## src/rtl/adc_sequencer_pkg.sv

```systemverilog
// rtl/adc_sequencer_pkg.sv - shared types and constants for the ADC conversion sequencer
package ravenna_adc_pkg;

  typedef enum logic [2:0] {
    S_IDLE,
    S_POWERUP,
    S_SELECT,
    S_CONVERT,
    S_WAIT_EOC,
    S_STORE,
    S_INTERVAL
  } adc_seq_state_t;

  localparam int ADC_NCH = 2;
  localparam int ADC_RES = 10;

  // Status bit positions as seen by the bus register block
  localparam int STAT_BUSY_BIT    = 0;
  localparam int STAT_IRQ_BIT     = 1;
  localparam int STAT_TIMEOUT_BIT = 2;
  localparam int STAT_W           = 3;

endpackage

```

## src/rtl/adc_sequencer_if.sv

```systemverilog
// rtl/adc_sequencer_if.sv - control/data pins between the sequencer and the SAR ADC macro
interface adc_sequencer_if #(
  parameter int NCH = 2,
  parameter int RES = 10
);
  localparam int CW = (NCH > 1) ? $clog2(NCH) : 1;

  logic          adc_ena;
  logic [CW-1:0] adc_sel;
  logic          adc_convert;
  logic          adc_eoc;
  logic [RES-1:0] adc_data;

  modport master (output adc_ena, adc_sel, adc_convert, input adc_eoc, adc_data);
  modport slave  (input adc_ena, adc_sel, adc_convert, output adc_eoc, adc_data);
endinterface

```

## src/rtl/adc_seq_chan_pick.sv

```systemverilog
// rtl/adc_seq_chan_pick.sv - finds the lowest enabled channel (i_first) or the next one above i_cur
module adc_seq_chan_pick #(
  parameter int NCH = 2,
  parameter int CW  = 1
) (
  input  logic [NCH-1:0] i_mask,
  input  logic [CW-1:0]  i_cur,
  input  logic           i_first,
  output logic [CW-1:0]  o_idx,
  output logic           o_found
);

  // Descending scan so the lowest qualifying index is the last one written
  always_comb begin
    o_idx   = '0;
    o_found = 1'b0;
    for (int i = NCH - 1; i >= 0; i--) begin
      if (i_mask[i] && (i_first || (i > int'(i_cur)))) begin
        o_idx   = CW'(i);
        o_found = 1'b1;
      end
    end
  end

endmodule

```

## src/rtl/adc_sequencer.sv

```systemverilog
// rtl/adc_sequencer.sv - scans enabled ADC channels, latches per-channel results, flags overrun/timeout
module adc_sequencer
  import ravenna_adc_pkg::*;
#(
  parameter int NCH     = ADC_NCH,
  parameter int RES     = ADC_RES,
  parameter int SETTLE  = 16,
  parameter int MUXWAIT = 2,
  parameter int TIMEOUT = 255
) (
  input  logic               clk,
  input  logic               resetn,
  input  logic               cfg_en,
  input  logic [NCH-1:0]     cfg_chmask,
  input  logic               cfg_cont,
  input  logic [15:0]        cfg_interval,
  input  logic               start,
  input  logic [NCH-1:0]     rd_clr,
  adc_sequencer_if.master    adc,
  output logic [NCH*RES-1:0] result,
  output logic [NCH-1:0]     result_valid,
  output logic [NCH-1:0]     overrun,
  output logic               busy,
  output logic               irq,
  output logic               timeout_err
);

  localparam int CW = (NCH > 1) ? $clog2(NCH) : 1;

  adc_seq_state_t r_state, w_next;
  logic [15:0]        r_cnt;
  logic [CW-1:0]      r_ch;
  logic [RES-1:0]     r_data;
  logic               r_ena, r_conv, r_busy, r_irq, r_tmo;
  logic [NCH*RES-1:0] r_result;
  logic [NCH-1:0]     r_valid, r_ovr;

  logic [CW-1:0] w_first_idx, w_next_idx, w_ch_val;
  logic          w_first_found, w_next_found;
  logic          w_ch_load, w_step, w_store, w_irq, w_tmo_set;

  adc_seq_chan_pick #(.NCH(NCH), .CW(CW)) u_pick_first (
    .i_mask (cfg_chmask),
    .i_cur  (r_ch),
    .i_first(1'b1),
    .o_idx  (w_first_idx),
    .o_found(w_first_found)
  );

  adc_seq_chan_pick #(.NCH(NCH), .CW(CW)) u_pick_next (
    .i_mask (cfg_chmask),
    .i_cur  (r_ch),
    .i_first(1'b0),
    .o_idx  (w_next_idx),
    .o_found(w_next_found)
  );

  always_comb begin
    w_next    = r_state;
    w_ch_load = 1'b0;
    w_ch_val  = r_ch;
    w_step    = 1'b0;
    w_store   = 1'b0;
    w_irq     = 1'b0;
    w_tmo_set = 1'b0;
    unique case (r_state)
      S_IDLE:
        if (start && cfg_en && (|cfg_chmask)) w_next = S_POWERUP;
      S_POWERUP, S_INTERVAL:
        if ((r_state == S_POWERUP && r_cnt == 16'(SETTLE - 1)) ||
            (r_state == S_INTERVAL && ({1'b0, r_cnt} + 17'd1) >= {1'b0, cfg_interval})) begin
          w_next    = w_first_found ? S_SELECT : S_IDLE;
          w_ch_load = w_first_found;
          w_ch_val  = w_first_idx;
        end
      S_SELECT:
        if (r_cnt == 16'(MUXWAIT - 1)) w_next = S_CONVERT;
      S_CONVERT:
        w_next = S_WAIT_EOC;
      S_WAIT_EOC:
        if (adc.adc_eoc) begin
          w_next = S_STORE;
        end else if (r_cnt == 16'(TIMEOUT - 1)) begin
          w_tmo_set = 1'b1;
          w_step    = 1'b1;
        end
      S_STORE: begin
        w_store = 1'b1;
        w_step  = 1'b1;
      end
      default:
        w_next = S_IDLE;
    endcase

    // Channel step after a store or a skipped (timed-out) channel
    if (w_step) begin
      if (w_next_found) begin
        w_next    = S_SELECT;
        w_ch_load = 1'b1;
        w_ch_val  = w_next_idx;
      end else begin
        w_irq  = 1'b1;
        w_next = cfg_cont ? S_INTERVAL : S_IDLE;
      end
    end

    if (!cfg_en) begin
      w_next    = S_IDLE;
      w_store   = 1'b0;
      w_irq     = 1'b0;
      w_tmo_set = 1'b0;
    end
  end

  always_ff @(posedge clk or negedge resetn) begin
    if (!resetn) begin
      r_state  <= S_IDLE;
      r_cnt    <= '0;
      r_ch     <= '0;
      r_data   <= '0;
      r_ena    <= 1'b0;
      r_conv   <= 1'b0;
      r_busy   <= 1'b0;
      r_irq    <= 1'b0;
      r_tmo    <= 1'b0;
      r_result <= '0;
      r_valid  <= '0;
      r_ovr    <= '0;
    end else begin
      r_state <= w_next;
      r_cnt   <= (w_next != r_state) ? 16'd0 : r_cnt + 16'd1;
      if (w_ch_load) r_ch <= w_ch_val;
      if (r_state == S_WAIT_EOC && adc.adc_eoc) r_data <= adc.adc_data;
      r_ena  <= (w_next != S_IDLE);
      r_busy <= (w_next != S_IDLE);
      r_conv <= (w_next == S_CONVERT);
      r_irq  <= w_irq;
      if (w_tmo_set) r_tmo <= 1'b1;
      else if (start && r_state == S_IDLE) r_tmo <= 1'b0;
      // A store beats a simultaneous read-clear; the clear still suppresses overrun
      for (int i = 0; i < NCH; i++) begin
        if (w_store && r_ch == CW'(i)) begin
          r_result[i*RES +: RES] <= r_data;
          r_valid[i]             <= 1'b1;
          r_ovr[i]               <= rd_clr[i] ? 1'b0 : (r_ovr[i] | r_valid[i]);
        end else if (rd_clr[i]) begin
          r_valid[i] <= 1'b0;
          r_ovr[i]   <= 1'b0;
        end
      end
    end
  end

  assign adc.adc_ena     = r_ena;
  assign adc.adc_sel     = r_ch;
  assign adc.adc_convert = r_conv;
  assign result          = r_result;
  assign result_valid    = r_valid;
  assign overrun         = r_ovr;
  assign busy            = r_busy;
  assign irq             = r_irq;
  assign timeout_err     = r_tmo;

endmodule

```

## src/flat_wrapper.sv

```systemverilog
// flat-port wrapper written by rule: the top's interface ports become plain ports
module adc_sequencer_flat import ravenna_adc_pkg::*;
#(
  parameter int NCH     = ADC_NCH,
  parameter int RES     = ADC_RES,
  parameter int SETTLE  = 16,
  parameter int MUXWAIT = 2,
  parameter int TIMEOUT = 255
)
  (clk, resetn, cfg_en, cfg_chmask, cfg_cont, cfg_interval, start, rd_clr, result, result_valid, overrun, busy, irq, timeout_err, adc_adc_ena, adc_adc_sel, adc_adc_convert, adc_adc_eoc, adc_adc_data);
  adc_sequencer_if #(.NCH(NCH), .RES(RES)) adc_i ();
  input  logic clk;
  input  logic resetn;
  input  logic cfg_en;
  input  logic [NCH-1:0] cfg_chmask;
  input  logic cfg_cont;
  input  logic [15:0] cfg_interval;
  input  logic start;
  input  logic [NCH-1:0] rd_clr;
  output logic [NCH*RES-1:0] result;
  output logic [NCH-1:0] result_valid;
  output logic [NCH-1:0] overrun;
  output logic busy;
  output logic irq;
  output logic timeout_err;
  output wire logic [$bits(adc_i.adc_ena)-1:0] adc_adc_ena;
  output wire logic [$bits(adc_i.adc_sel)-1:0] adc_adc_sel;
  output wire logic [$bits(adc_i.adc_convert)-1:0] adc_adc_convert;
  input wire logic [$bits(adc_i.adc_eoc)-1:0] adc_adc_eoc;
  input wire logic [$bits(adc_i.adc_data)-1:0] adc_adc_data;
  assign adc_adc_ena = adc_i.adc_ena;
  assign adc_adc_sel = adc_i.adc_sel;
  assign adc_adc_convert = adc_i.adc_convert;
  assign adc_i.adc_eoc = adc_adc_eoc;
  assign adc_i.adc_data = adc_adc_data;
  adc_sequencer #(.NCH(NCH), .RES(RES), .SETTLE(SETTLE), .MUXWAIT(MUXWAIT), .TIMEOUT(TIMEOUT)) u_core (.clk(clk), .resetn(resetn), .cfg_en(cfg_en), .cfg_chmask(cfg_chmask), .cfg_cont(cfg_cont), .cfg_interval(cfg_interval), .start(start), .rd_clr(rd_clr), .adc(adc_i), .result(result), .result_valid(result_valid), .overrun(overrun), .busy(busy), .irq(irq), .timeout_err(timeout_err));
endmodule
```

## config.mk

```make
export PLATFORM = sky130hd
export DESIGN_NAME = adc_sequencer_flat
export DESIGN_NICKNAME = d
export VERILOG_FILES = /design/src/rtl/adc_sequencer_pkg.sv /design/src/rtl/adc_sequencer_if.sv /design/src/rtl/adc_seq_chan_pick.sv /design/src/rtl/adc_sequencer.sv /design/src/flat_wrapper.sv
export SDC_FILE = /design/constraint.sdc
export NUM_CORES = 1
export LEC_CHECK = 0
export ABC_AREA = 1
export BUFFER_PORTS_ARGS = -buffer_cell sky130_fd_sc_hd__buf_4
export CAP_MARGIN = 20
export CORE_AREA = 2 2 64 111
export DETAILED_ROUTE_END_ITERATION = 7
export DIE_AREA = 0 0 66 113
export PLACE_DENSITY_LB_ADDON = 0.3
export SLEW_MARGIN = 20
export SYNTH_ARGS = -nofsm -noshare
export SYNTH_HDL_FRONTEND = slang
export SYNTH_HIERARCHICAL = 1
export SYNTH_SLANG_ARGS = --single-unit
```

## constraint.sdc

```tcl
create_clock -name clk -period 7.2 [get_ports clk]
set_input_delay 1.44 -clock clk [delete_from_list [all_inputs] [get_ports clk]]
set_output_delay 1.44 -clock clk [all_outputs]
set_load 0.02 [all_outputs]
```

* After elaboration in Yosys (flattened, before gate mapping)
Cells that the tools add are included.
Storage, ports and cells: register bits after elaboration 58, bits in latches 0, RAM bits 0, ROM bits 0, output and inout bits 30, memories 0
Operators by class: $add $sub $neg 2, $mul 0, div/mod/pow operators 0, order comparisons 2, equality and inequality tests 11, shift operators 0, muxes and demuxes 43, bitwise logic cells 3, reductions and logical operators 17
Operators with widths (number):
- 2-to-1 mux 1 bit | 31
- 2-to-1 mux 3 bit | 8
- case mux 3 bit (6 select lines) | 1
- adder 16 x 1 -> 17 bit, second input constant | 1
- greater-or-equal comparator 17 x 16 -> 1 bit | 1
- adder 16 x 1 -> 16 bit, second input constant | 1
- equality test 16 x 1 -> 1 bit, second input constant | 1
- equality test 16 x 4 -> 1 bit, second input constant | 1
- equality test 16 x 8 -> 1 bit, second input constant | 1
- 2-to-1 mux 16 bit | 1
- equality test 3 x 2 -> 1 bit, second input constant | 3
- equality test 3 bit, second input constant | 3
- logical AND 1 bit | 9
- nonzero test 2 bit | 3
- OR reduction 2 bit | 2
- equality test 3 x 1 -> 1 bit, second input constant | 1
- zero test 3 bit | 1
- inequality test 3 bit | 1
- nonzero test 3 bit | 1
- 2-to-1 mux 2 bit | 1
- bitwise OR 1 bit | 2
- case mux 1 bit (2 select lines) | 1
- greater-than comparator 1 bit, first input constant | 1
- logical OR 1 bit | 1
- inverter 1 bit | 1

* Depth between registers and ports, before layout
depth after elaboration 10, mapped depth 29

* Cells and area by module
Netlist, hierarchy kept.
Modules (own cells, without submodules):
- adc_sequencer | times used 1, cells an instance 402, area an instance 3408.3 sq um, seq. area each 1451.4 sq um
- adc_seq_chan_pick | times used 2, cells an instance 7, area an instance 33.8 sq um, seq. area each 0.0 sq um

* Least setup slack after synthesis
Ideal clock, no wire load.
kind register to register, start point register u_core.r_cnt[0], end point register u_core.r_cnt[11], library setup time 68 ps, data arrival time 3513 ps, slack 3619 ps, stages on the path, launching flop included 28, path buffers 1, clock period less this slack 3581 ps, cells stage by stage dfrtp_1 inv_1 nor3_1 inv_1 nor2_2 nand2_1 inv_1 nand3_1 nand3b_1 nor3_2 nand3_1 nor3_2 xor2_1 inv_1 ha_1 nand4_1 nor4_1 nand2_1 nand3_2 nand2_1 nand2_2 nand2_2 nand2_2 nand2_2 a21oi_4 nand4_4 buf_12 nor2_4
On the way: longest elaborated chain between the ends 10
Ends and longest elaborated chain:
- start: declaration | line adc_sequencer.sv:31 | logic [15:0] r_cnt;
- start signal: assignment | line adc_sequencer.sv:131 | r_cnt <= (w_next != r_state) ? 16'd0 : r_cnt + 16'd1;
- adder 16 x 1 -> 17 bit | line adc_sequencer.sv:71 | (r_state == S_INTERVAL && ({1'b0, r_cnt} + 17'd1) >= {1'b0, cfg_interval})) begin
- greater-or-equal comparator 17 x 16 -> 1 bit | line adc_sequencer.sv:71
- logical AND 1 bit | line adc_sequencer.sv:71
- logical OR 1 bit | line adc_sequencer.sv:70 | if ((r_state == S_POWERUP && r_cnt == 16'(SETTLE - 1)) ||
- 2-to-1 mux 3 bit | line adc_sequencer.sv:70
- case mux 3 bit (6 select lines) | line adc_sequencer.sv:66 | unique case (r_state)
- 2-to-1 mux 3 bit * | line adc_sequencer.sv:96 | if (w_step) begin
- 2-to-1 mux 3 bit * | line adc_sequencer.sv:107 | if (!cfg_en) begin
- net u_core.w_next[2] | line adc_sequencer.sv:30 | adc_seq_state_t r_state, w_next;
- inequality test 3 bit * | line adc_sequencer.sv:131
- 2-to-1 mux 16 bit * | line adc_sequencer.sv:131
Mark *: on every way through the listed nets, which the timed path passes. The rest lies on a longest branch. A chain may end at the register's enable or synchronous reset.

* Final worst setup path
start point register u_core.r_cnt[0], end point register u_core.r_cnt[4]
Same word-level chain as after synthesis.

==> flow_summary.toml <==
[power]
irDropWorstVdd_v = 0.000212
p_leak_nw = 2.42
powerDensity_nw_per_um2 = 220

[global_routing]
grt_pass1_vias = 2840
antenna_found_initial = 0
grt_max_degree = 59
grt_util_all_layers = 0.216
grt_pass1_wl_um = 12300
grt_overflow = 0

[floorplanning]
dieArea_um2 = 7460
row_count = 39
pin_count = 66
die_y_um = 113
start_util = 0.532
core-area_um2 = 6540
dieWidth_um = 66

[synth]
ys_seq_elements = 58
yosysWarnings = 6
ys_async_sr_fraction = 1.00
synth_top_cell_area_share = 0.418
synth_top_cell_by_area = "dfrtp_1"
synthFlopType = "dfrtp_1"
synthTopCellsByArea = "dfrtp_1, inv_1, nand2_1"
yosysSeqAreaShare = 0.418
ys_types = 35
syn_area_um2 = 3480
synth_edf_count = 0
avgSynthCellArea_um2 = 8.36
synthCells = 416

[sta]
setup_viol = 0
rsz0062_at_grt = "no"
finalHoldViolCount = 0
worst_clock_skew_ns = 0.00867
holdWs_ns = 0.489
relSlewSlack = 0.528
tns_ns = 0
tightest_slew_ns = 0.709
fin_crit_sh = 0.590
slew_violations = 0
fin_crit_ns = 4.25
fmax_mhz = 236

[clock_tree]
clk_path_buf_depth = 2
cts_tree = "yes"
cts_sinks = 58
path_clk_slew_ns = 0.05
numCtsBuffers = 9
htree_levels = 3
hold_buffers = 0
cts.root.buffer_cell = "clkbuf_16"
insertion_delay_ns = 0.32
post_cts_buffers = 0
cts-resized-gates = 0

[setup_path]
path_class = "reg -> reg"
cpPeakStageDelay_ns = 0.42
cp-end-kind = "register"
worstRegToRegCells = 26
cp_slowest_cell = "dfrtp_1"
crit_required_ns = 7.43
setup.worst_path.start_class = "register"
cp_data_arrival_time_ns = 4.48
worstPathMaxFanout = 16

[routing]
dr_total_vias = 2834
drcViolationCount = 0
viasPerCell = 4.94
drt-total-wl_um = 7270
ant_nets = 0
avgRoutedWirePerCell_um = 12.7
drt_iter0_drc = 157
firstDrtPassIters = 4

[placement]
finalWeightedCongestion = 0.836
hpwl_um = 5590
portBuffers = 65

[finish]
drive_above_1_share = 0.289
seq_area_um2 = 1450
diodes = 0
layout.nets = 542
num-fill-cells = 558
final_cell_mix = "inv_1, nand2_1, buf_4, dfrtp_1, o21ai_0"
final_common_cell = "inv_1"
multi_input_area_um2 = 1640
area_growth_pct = 25.2

[hold_path]
hp-class = "reg -> reg"
min_path_cells = 2

[status]
status = "finished clean"

[job]
cap_violations = 0
sequential cells by signal, summed over array words and instances (netlist names), 2 cells and up:
name,count
u_core/result,20
u_core/r_cnt,16
u_core/r_data,10
u_core/overrun,2
u_core/result_valid,2
u_core/r_state,3
cell families (layout without fill, tap and decap cells):
logic type / after synthesis / in the layout / share of synthesized area
adder cells (fa/ha/maj): 19 / 19 / 0.0684
AO/OA/AOI/OAI: 52 / 52 / 0.0828
other: 2 / 4 / 0.00216
XOR/XNOR: 12 / 12 / 0.0302
flip-flops: 58 / 58 / 0.418
AND/OR/NAND/NOR: 174 / 174 / 0.286
buffers and inverters: 99 / 173 / 0.113
critical path, delay by kind of cell, from the launching register on:
kind | cells | cell delay [ns]
flip-flops | 1 | 0.42
XOR/XNOR | 1 | 0.21
AO/OA/AOI/OAI | 1 | 0.13
adder cells (fa/ha/maj) | 1 | 0.34
AND/OR/NAND/NOR | 19 | 2.76
buffers and inverters | 4 | 0.29
final cells by class:
class,count,area share
clock buffer,11,0.0558
clock inverter,5,0.0178
inverter,91,0.0785
multi-input combinational,261,0.377
sequential,58,0.334
tap,82,0.0236
timing repair buffer,66,0.114
per-stage QoR:
stage	area [um2]	cells	setup slack (ns)	power, mW	util
detailed placement	4030	558	3.01	0.507	0.617
global placement	4030	558	3.15	0.501	0.617
CTS	4350	574	2.96	0.965	0.666
global route	4350	574	2.49	1.00	0.666
finish	4350	574	2.95	0.956	0.666
floorplan	3480	418	3.62	0.459	-
Yosys cell counts (2+ instances only):
master and instances:
inv_1 82, nand2_1 71, dfrtp_1 58, o21ai_0 37
nor2_1 22, ha_1 19, nand2_2 16, nor2_4 12
nand3_1 11, a21oi_1 10, nand4_1 10, inv_2 9
xor2_1 9, nor3_1 7, clkbuf_1 6, nand2_4 5
nor2_2 5, nand3_2 3, nor3_2 3, xnor2_1 3
conb_1 2, nor3_4 2, nor4_1 2
final timing paths:
| kind | start | end | slack (ns) |
|---|---|---|---|
| min | u_core/result[11] | u_core/result[11] | 0.49 |
| max reg2reg | u_core/r_cnt[0] | u_core/r_cnt[4] | 2.95 |
| max in group asynchronous | resetn | u_core/r_state[1] | 5.56 |
| min in group asynchronous | resetn | u_core/result[2] | 1.16 |
| max | u_core/r_cnt[0] | u_core/r_cnt[4] | 2.95 |
| min reg2reg | u_core/result[11] | u_core/result[11] | 0.49 |
report_power, final:
group	total [mW]	switching, mW	internal, mW	leakage [nW]
registers	0.356	0.0137	0.343	0.773
logic	0.146	0.0888	0.0573	1.49
clock network	0.454	0.143	0.311	0.156
total	0.956	0.246	0.710	2.42
routing by layer:
layer / vias up / GRT usage / part of all wire
li1: 1425 / - / -
met1: 1325 / 0.228 / 0.38
met2: 63 / 0.387 / 0.55
met3: 21 / 0.0507 / 0.039
met4: 0 / 0.110 / 0.035
met5: - / 0 / 0
No activity file was read; power rests on OpenSTA's default activity.
